<file path="src/rtl/inst_fetch_queue_if.sv">
// Fetch/decode side bundle of the instruction fetch queue.
// The master modport is the fetch+decode pipeline, the slave modport is the queue.
interface inst_fetch_queue_if #(
    parameter int AW = 4
);
    logic          flush;
    logic          push1F;
    logic          push2F;
    logic [31:0]   pc1F;
    logic [31:0]   pc2F;
    logic [31:0]   inst1F;
    logic [31:0]   inst2F;
    logic          full_o;
    logic          valid1D;
    logic          valid2D;
    logic [31:0]   pc1D;
    logic [31:0]   pc2D;
    logic [31:0]   inst1D;
    logic [31:0]   inst2D;
    logic [1:0]    issue_cnt;
    logic [AW:0]   count_o;

    modport master (
        output flush, push1F, push2F, pc1F, pc2F, inst1F, inst2F, issue_cnt,
        input  full_o, valid1D, valid2D, pc1D, pc2D, inst1D, inst2D, count_o
    );

    modport slave (
        input  flush, push1F, push2F, pc1F, pc2F, inst1F, inst2F, issue_cnt,
        output full_o, valid1D, valid2D, pc1D, pc2D, inst1D, inst2D, count_o
    );
endinterface

</file>
<file path="src/rtl/inst_fetch_queue.sv">
// Dual-push / dual-pop instruction queue between fetch and decode.
// Optional IQ_PERF_EN adds saturating full/empty cycle counters.
module inst_fetch_queue #(
    parameter int DEPTH = 16,
    parameter int AW    = 4
) (
    input  logic                 clk,
    input  logic                 rst,
    inst_fetch_queue_if.slave    q
`ifdef IQ_PERF_EN
    ,
    output logic [31:0]          full_cycles,
    output logic [31:0]          empty_cycles
`endif
);

    localparam logic [AW:0] FULL_LIMIT = (AW+1)'(DEPTH - 2);

    logic [63:0]   mem [DEPTH];
    logic [AW-1:0] rd_ptr;
    logic [AW-1:0] wr_ptr;
    logic [AW-1:0] rd_ptr_p1;
    logic [AW-1:0] wr_ptr_p1;
    logic [AW:0]   count;
    logic          full;
    logic          accept;
    logic [1:0]    n_push;
    logic [1:0]    n_pop;
    logic [1:0]    issue_eff;
    logic [63:0]   head0;
    logic [63:0]   head1;

    always_comb begin
        full      = count > FULL_LIMIT;
        accept    = !full && !q.flush;
        n_push    = 2'd0;
        if (accept && q.push1F) begin
            n_push = q.push2F ? 2'd2 : 2'd1;
        end
        issue_eff = (q.issue_cnt == 2'd3) ? 2'd2 : q.issue_cnt;
        // count < issue_eff implies count <= 1, so its low bits are exact
        n_pop     = (count < (AW+1)'(issue_eff)) ? count[1:0] : issue_eff;
        rd_ptr_p1 = rd_ptr + AW'(1);
        wr_ptr_p1 = wr_ptr + AW'(1);
    end

    always_ff @(posedge clk) begin
        if (!rst && accept && q.push1F) begin
            mem[wr_ptr] <= {q.pc1F, q.inst1F};
            if (q.push2F) begin
                mem[wr_ptr_p1] <= {q.pc2F, q.inst2F};
            end
        end
    end

    always_ff @(posedge clk) begin
        if (rst) begin
            rd_ptr <= '0;
            wr_ptr <= '0;
            count  <= '0;
        end else if (q.flush) begin
            rd_ptr <= '0;
            wr_ptr <= '0;
            count  <= '0;
        end else begin
            rd_ptr <= rd_ptr + AW'(n_pop);
            wr_ptr <= wr_ptr + AW'(n_push);
            count  <= count + (AW+1)'(n_push) - (AW+1)'(n_pop);
        end
    end

    // No bypass: outputs only ever show entries written in earlier cycles.
    always_comb begin
        head0     = mem[rd_ptr];
        head1     = mem[rd_ptr_p1];
        q.full_o  = full;
        q.count_o = count;
        q.valid1D = count != '0;
        q.valid2D = count > (AW+1)'(1);
        q.pc1D    = q.valid1D ? head0[63:32] : '0;
        q.inst1D  = q.valid1D ? head0[31:0]  : '0;
        q.pc2D    = q.valid2D ? head1[63:32] : '0;
        q.inst2D  = q.valid2D ? head1[31:0]  : '0;
    end

`ifdef IQ_PERF_EN
    always_ff @(posedge clk) begin
        if (rst) begin
            full_cycles  <= '0;
            empty_cycles <= '0;
        end else begin
            if (full && full_cycles != 32'hFFFF_FFFF) begin
                full_cycles <= full_cycles + 32'd1;
            end
            if (count == '0 && empty_cycles != 32'hFFFF_FFFF) begin
                empty_cycles <= empty_cycles + 32'd1;
            end
        end
    end
`endif

endmodule

</file>
<file path="src/flat_wrapper.sv">
// flat-port wrapper written by rule: the top's interface ports become plain ports
module inst_fetch_queue_flat 
#(
    parameter int DEPTH = 16,
    parameter int AW    = 4
)
  (clk, rst, q_flush, q_push1F, q_push2F, q_pc1F, q_pc2F, q_inst1F, q_inst2F, q_issue_cnt, q_full_o, q_valid1D, q_valid2D, q_pc1D, q_pc2D, q_inst1D, q_inst2D, q_count_o);
  inst_fetch_queue_if #(.AW(AW)) q_i ();
  input  logic clk;
  input  logic rst;
  input wire logic [$bits(q_i.flush)-1:0] q_flush;
  input wire logic [$bits(q_i.push1F)-1:0] q_push1F;
  input wire logic [$bits(q_i.push2F)-1:0] q_push2F;
  input wire logic [$bits(q_i.pc1F)-1:0] q_pc1F;
  input wire logic [$bits(q_i.pc2F)-1:0] q_pc2F;
  input wire logic [$bits(q_i.inst1F)-1:0] q_inst1F;
  input wire logic [$bits(q_i.inst2F)-1:0] q_inst2F;
  input wire logic [$bits(q_i.issue_cnt)-1:0] q_issue_cnt;
  output wire logic [$bits(q_i.full_o)-1:0] q_full_o;
  output wire logic [$bits(q_i.valid1D)-1:0] q_valid1D;
  output wire logic [$bits(q_i.valid2D)-1:0] q_valid2D;
  output wire logic [$bits(q_i.pc1D)-1:0] q_pc1D;
  output wire logic [$bits(q_i.pc2D)-1:0] q_pc2D;
  output wire logic [$bits(q_i.inst1D)-1:0] q_inst1D;
  output wire logic [$bits(q_i.inst2D)-1:0] q_inst2D;
  output wire logic [$bits(q_i.count_o)-1:0] q_count_o;
  assign q_i.flush = q_flush;
  assign q_i.push1F = q_push1F;
  assign q_i.push2F = q_push2F;
  assign q_i.pc1F = q_pc1F;
  assign q_i.pc2F = q_pc2F;
  assign q_i.inst1F = q_inst1F;
  assign q_i.inst2F = q_inst2F;
  assign q_i.issue_cnt = q_issue_cnt;
  assign q_full_o = q_i.full_o;
  assign q_valid1D = q_i.valid1D;
  assign q_valid2D = q_i.valid2D;
  assign q_pc1D = q_i.pc1D;
  assign q_pc2D = q_i.pc2D;
  assign q_inst1D = q_i.inst1D;
  assign q_inst2D = q_i.inst2D;
  assign q_count_o = q_i.count_o;
  inst_fetch_queue #(.DEPTH(DEPTH), .AW(AW)) u_core (.clk(clk), .rst(rst), .q(q_i));
endmodule
</file>
<file path="config.mk">
export PLATFORM = sky130hd
export DESIGN_NAME = inst_fetch_queue_flat
export DESIGN_NICKNAME = d
export VERILOG_FILES = /design/src/rtl/inst_fetch_queue_if.sv /design/src/rtl/inst_fetch_queue.sv /design/src/flat_wrapper.sv
export SDC_FILE = /design/constraint.sdc
export NUM_CORES = 2
export LEC_CHECK = 0
export ABC_CLOCK_PERIOD_IN_PS = 11400
export CAP_MARGIN = 10
export CELL_PAD_IN_SITES_DETAIL_PLACEMENT = 0
export CELL_PAD_IN_SITES_GLOBAL_PLACEMENT = 2
export CORE_MARGIN = 5
export CORE_UTILIZATION = 40
export CTS_BUF_LIST = sky130_fd_sc_hd__clkbuf_8 sky130_fd_sc_hd__clkbuf_16
export CTS_CLUSTER_SIZE = 20
export DETAILED_ROUTE_END_ITERATION = 8
export GPL_TIMING_DRIVEN = 0
export PLACE_DENSITY = 0.77
export SLEW_MARGIN = 15
export SYNTH_ARGS = -nofsm -noshare
export SYNTH_HDL_FRONTEND = slang
export SYNTH_SLANG_ARGS = --single-unit
</file>
<file path="constraint.sdc">
create_clock -name clk -period 11.4 [get_ports clk]
set_input_delay 2.28 -clock clk [delete_from_list [all_inputs] [get_ports clk]]
set_output_delay 2.28 -clock clk [all_outputs]
set_load 0.02 [all_outputs]
</file>
# ---- After elaboration in Yosys (flattened, before gate mapping)
# Memories as Yosys holds them, arrays and structs flattened. A register that Yosys moved wholly into a read port is not among the register bits.
# Cells that the tools add are included.
dict set report classes {
  reduce_logical 9
  n_lt_le_gt_ge 3
  addsub 6
  n_eq_ne 1
  n_mux 14
}
# cell count
set op_table {}
lappend op_table {{$mux 32} 4}
lappend op_table {{$add 4x1->4 const B} 2}
lappend op_table {{$add 4x2->4} 2}
lappend op_table {{$mux 2} 4}
lappend op_table {{$add 5x2->5} 1}
lappend op_table {{$gt 5x1->1 const B} 1}
lappend op_table {{$gt 5x4->1 const B} 1}
lappend op_table {{$lt 5x2->1} 1}
lappend op_table {{$mux 1} 5}
lappend op_table {{$reduce_bool 5->1} 1}
lappend op_table {{$sub 5x2->5} 1}
lappend op_table {{$logic_and 1x1->1} 4}
lappend op_table {{$mux 4} 1}
lappend op_table {{$logic_not 1->1} 3}
lappend op_table {{$eq 2x2->1 const B} 1}
lappend op_table {{$reduce_or 2->1} 1}
dict set report totals {
  reg_bits 13
  output_inout_bits 136
  word_cells 37
  ram_bits 1024
  n_memories 1
  input_bits 135
}
# name depth width read_ports rd_clocked_by_memory_dff wr line
set memory_table {}
lappend memory_table {u_core.mem 16 64 2 1 2 inst_fetch_queue.sv:19} ;# logic [63:0] mem [DEPTH];

# ---- Logic depth before layout (Yosys ltp)
dict set report depth {
  ltp_word 7
  depth_mapped 15
  ltp_nobuf 15
}

# ---- Worst setup path after synthesis
# OpenSTA, ideal clock, no wires.
dict set report synth_path {
  kind {input port to flip-flop}
  from {input q_flush}
  to {memory u_core.mem[1][0], enable pin}
  slack_ns 1.878
  required_time_ns 10.756
  arrival_ns 8.879
  path_stages 3
  cell_sequence {or3b_1 > buf_2 > nor4_1}
}
# element line
set synth_rtl {}
lappend synth_rtl {{start, declared} flat_wrapper.sv:11} ;# input wire logic [$bits(q_i.flush)-1:0] q_flush;
lappend synth_rtl {{end, declared} inst_fetch_queue.sv:19}

# ---- Final worst setup path
dict set report layout_path {
  from {register u_core.rd_ptr[0]}
  to {output q_inst2D[0]}
}
dict set report layout_between {
  elab_chain_cells 3
}
# element line
set layout_lines {}
lappend layout_lines {{start, declared} inst_fetch_queue.sv:20} ;# logic [AW-1:0] rd_ptr;
lappend layout_lines {{start signal, assigned} inst_fetch_queue.sv:66} ;# rd_ptr <= rd_ptr + AW'(n_pop);
lappend layout_lines {{$add 4x1->4} inst_fetch_queue.sv:43} ;# rd_ptr_p1 = rd_ptr + AW'(1);
lappend layout_lines {{$mem_v2 16x64} -}
lappend layout_lines {{$mux 32} inst_fetch_queue.sv:83} ;# q.inst2D = q.valid2D ? head1[31:0] : '0;
lappend layout_lines {{end, declared} flat_wrapper.sv:25} ;# output wire logic [$bits(q_i.inst2D)-1:0] q_inst2D;
# Every way passes these cells.

==> out/metrics.yaml <==
synthesis:
  syn_area_per_cell_sq_um: 17.4
  postSynth.asyncResetShare: 0
  synth_cells: 3461
  synth_edf_count: 1024
  synth.top_cells.by_count: "1024 x edfxtp_1, 908 x mux2_2, 576 x mux4_2"
  ys_top_cells_by_area: "edfxtp_1 51%, mux4_2 22%, mux2_2 17%"
  ys_seq_elements: 1037
  ys_warn_count: 0
  ys.flop_type: "edfxtp_1"
  netlist.area_leader.share: 0.510
  synth_fp_nets: 3615
  ys_seq_area_frac: 0.514
  yosysMostFrequentCell: "edfxtp_1"
  synth_area_sq_mm: 0.0603
  yosysUniqueCellTypes: 44
  synth_area_leader_cell: "edfxtp_1"
worst_setup_path:
  slowest_delay_ps: 980
  critical_path_class: "reg2out"
  cp.required_ps: 9120
  crit_family: "buffers and inverters"
  cp_common_cell: "buf_2"
  slowest_stage: "clkbuf_1"
  worstPathMaxFanout: 10
  arrival_ps: 5960
  path_buf_inv: 5
  crit_chain: "buf_2, buf_4, buf_2, nand3_1, o22ai_2, clkbuf_1, a22oi_1, a21oi_1, clkdlybuf4s50_1"
  critPathLaunchType: "flip-flop"
  cp-end-kind: "output port"
timing:
  slew_headroom: 0.0799
  maxSlewViolCount: 0
  min_period_ps: 8240
  worstMarginPinSlew_ps: 1380
  clock.fmax_mhz: 121
  finalCritPeriodShare: 0.723
  rsz0062_at_grt: "false"
  whs_ps: 712
  hold_violations: 0
  clock_skew_ps: 22.8
  setup_violations: 0
route:
  via_count: 38700
  drt-total-wl_mm: 221
  wl_per_cell_microns: 36.1
  drtIter0Drc: 4633
  detail_route.vias_per_cell: 6.33
  drtPass1Iterations: 5
  drc_errors: 0
  postRouteAntennaNets: 0
run:
  maxCapViolCount: 0
cts:
  clock_sinks: 1037
  cts_tree: "built"
  cts_hold_buf: 0
  root_buffer: "clkbuf_16"
  path_clk_slew_ps: 60
  cts.path.max_buffers: 3
  cts_max_level: 3
  clk_latency_ps: 760
  cts-resized-gates: 0
  cts_buffers: 120
  post-cts-setup-buffer-count: 0
grt:
  groute.usage.overall: 0.275
  antenna_found_initial: 25
  grt_pass1_wl_mm: 308
  overflow: 0
  grt_max_degree: 19
  grt_pass1_vias: 40000
pwr:
  power_per_cell_area_mw_per_mm2: 185
  power.leakage_nw: 22.9
  peakVddDrop_mv: 0.164
placed_design:
  placement.io_buffers: 270
  gp_congestion: 0.822
  hpwl_mm: 153
  place_area_sq_mm: 0.0675
die:
  die_w_microns: 398
  boundaryPins: 271
  fp.dieH_microns: 398
  initial_core_util: 0.402
  rows: 142
  die_area_sq_mm: 0.159
  coreArea_sq_mm: 0.150
cells_and_area:
  area_growth_pct: 18.4
  drive_above_1_share: 0.493
  fill_cells: 13000
  finalInstanceArea_sq_mm: 0.0714
  finalNetCount: 4135
worst_hold_path:
  worstHoldPathType: "reg2reg"
outcome:
  status: "completed"
[worst min-delay path, delay by kind of cell, from the launching register on]
| kind | cells | cell delay (ps) |
|---|---|---|
| DFF | 1 | 420 |
| adders and majority gates | 1 | 160 |
| and+or+nand+nor | 1 | 100 |
[registers in the layout, indices dropped and copies added (netlist names)]
register	cells
u_core.rd_ptr	4
u_core.wr_ptr	4
u_core.mem	1024
u_core.q.count_o	5
[logic make-up after synthesis]
kind of cell             after synthesis  share of synthesized area
XOR/XNOR                               7                    0.00102
AO/OA/AOI/OAI                        221                     0.0242
adder cells (fa/ha/maj)               19                    0.00444
multiplexers                        1600                      0.412
flip-flops                          1037                      0.514
AND/OR/NAND/NOR                      153                     0.0140
buffers and inverters                424                     0.0302
[cell usage in the layout (no fill, tap or decap), types with 22 or more instances in the layout]
master           Yosys  layout
clkdlybuf4s50_1      0     270
buf_16               0      24
clkbuf_1           288     269
and2_1              69      69
a22oi_1            128     128
mux4_2             576     576
mux2_4              98      98
buf_2               45      69
edfxtp_1          1024    1024
buf_1               48      27
clkinv_2             0      22
clkbuf_16            0     121
clkinv_1             0      29
a21oi_1             76      76
buf_4                3      54
inv_1               18      47
clkbuf_2             0      24
buf_6               22      43
mux2_2             908     908
nor2_1              28      26
[where the power goes]
| group | leakage, nW | switching (mW) | total, mW | internal (mW) |
|---|---|---|---|---|
| Clock | 2.00 | 1.66 | 3.86 | 2.20 |
| Combinational | 11.6 | 2.90 | 5.09 | 2.19 |
| Sequential | 9.32 | 0.0264 | 4.25 | 4.22 |
| Total | 22.9 | 4.59 | 13.2 | 8.61 |
[worst paths after layout]
path                                       start                          end  slack, ps  depth (start not counted)
hold reg to reg      u_core.wr_ptr[0]$_SDFF_PP0_  u_core.wr_ptr[0]$_SDFF_PP0_        710                          2
hold / removal       u_core.wr_ptr[0]$_SDFF_PP0_  u_core.wr_ptr[0]$_SDFF_PP0_        710                          2
setup / recovery     u_core.rd_ptr[0]$_SDFF_PP0_                  q_inst2D[0]       3160                          9
setup reg to reg  u_core.q.count_o[4]$_SDFF_PP0_  u_core.mem[0][37]$_DFFE_PP_       7310                          9
[routing by layer]
layer  track usage  vias up  wire [microns]
li1              -    15500               -
met1         0.359    20600           85200
met2         0.444     2144          105000
met3        0.0716      440           22700
met4         0.100       10            8480
met5             0        -              67
[through the flow]
step	cells	util	setup TNS (ps)	power, mW	worst slack (ps)
global placement	5747	0.437	-3731600	9.41	-8650
detailed placement	5874	0.450	0	9.42	4250
global route	6104	0.476	0	13.6	3150
CTS	6099	0.476	0	13.3	3410
finish	6116	0.476	0	13.2	3160
floorplan	3461	-	0	7.18	1880
[cell type report]
| type | count | area (sq um) | share of cell area |
|---|---|---|---|
| clock buffer | 123 | 3060 | 0.0428 |
| timing repair buffer | 398 | 4450 | 0.0623 |
| clock inverter | 102 | 798 | 0.0112 |
| tap | 2016 | 2520 | 0.0353 |
| buffer | 406 | 1810 | 0.0253 |
| sequential | 1037 | 31000 | 0.434 |
| antenna | 16 | 40.0 | 0.000561 |
| multi-input combinational | 2000 | 27700 | 0.387 |
| inverter | 18 | 67.6 | 0.000946 |
Power figures use the tool's default switching activity.
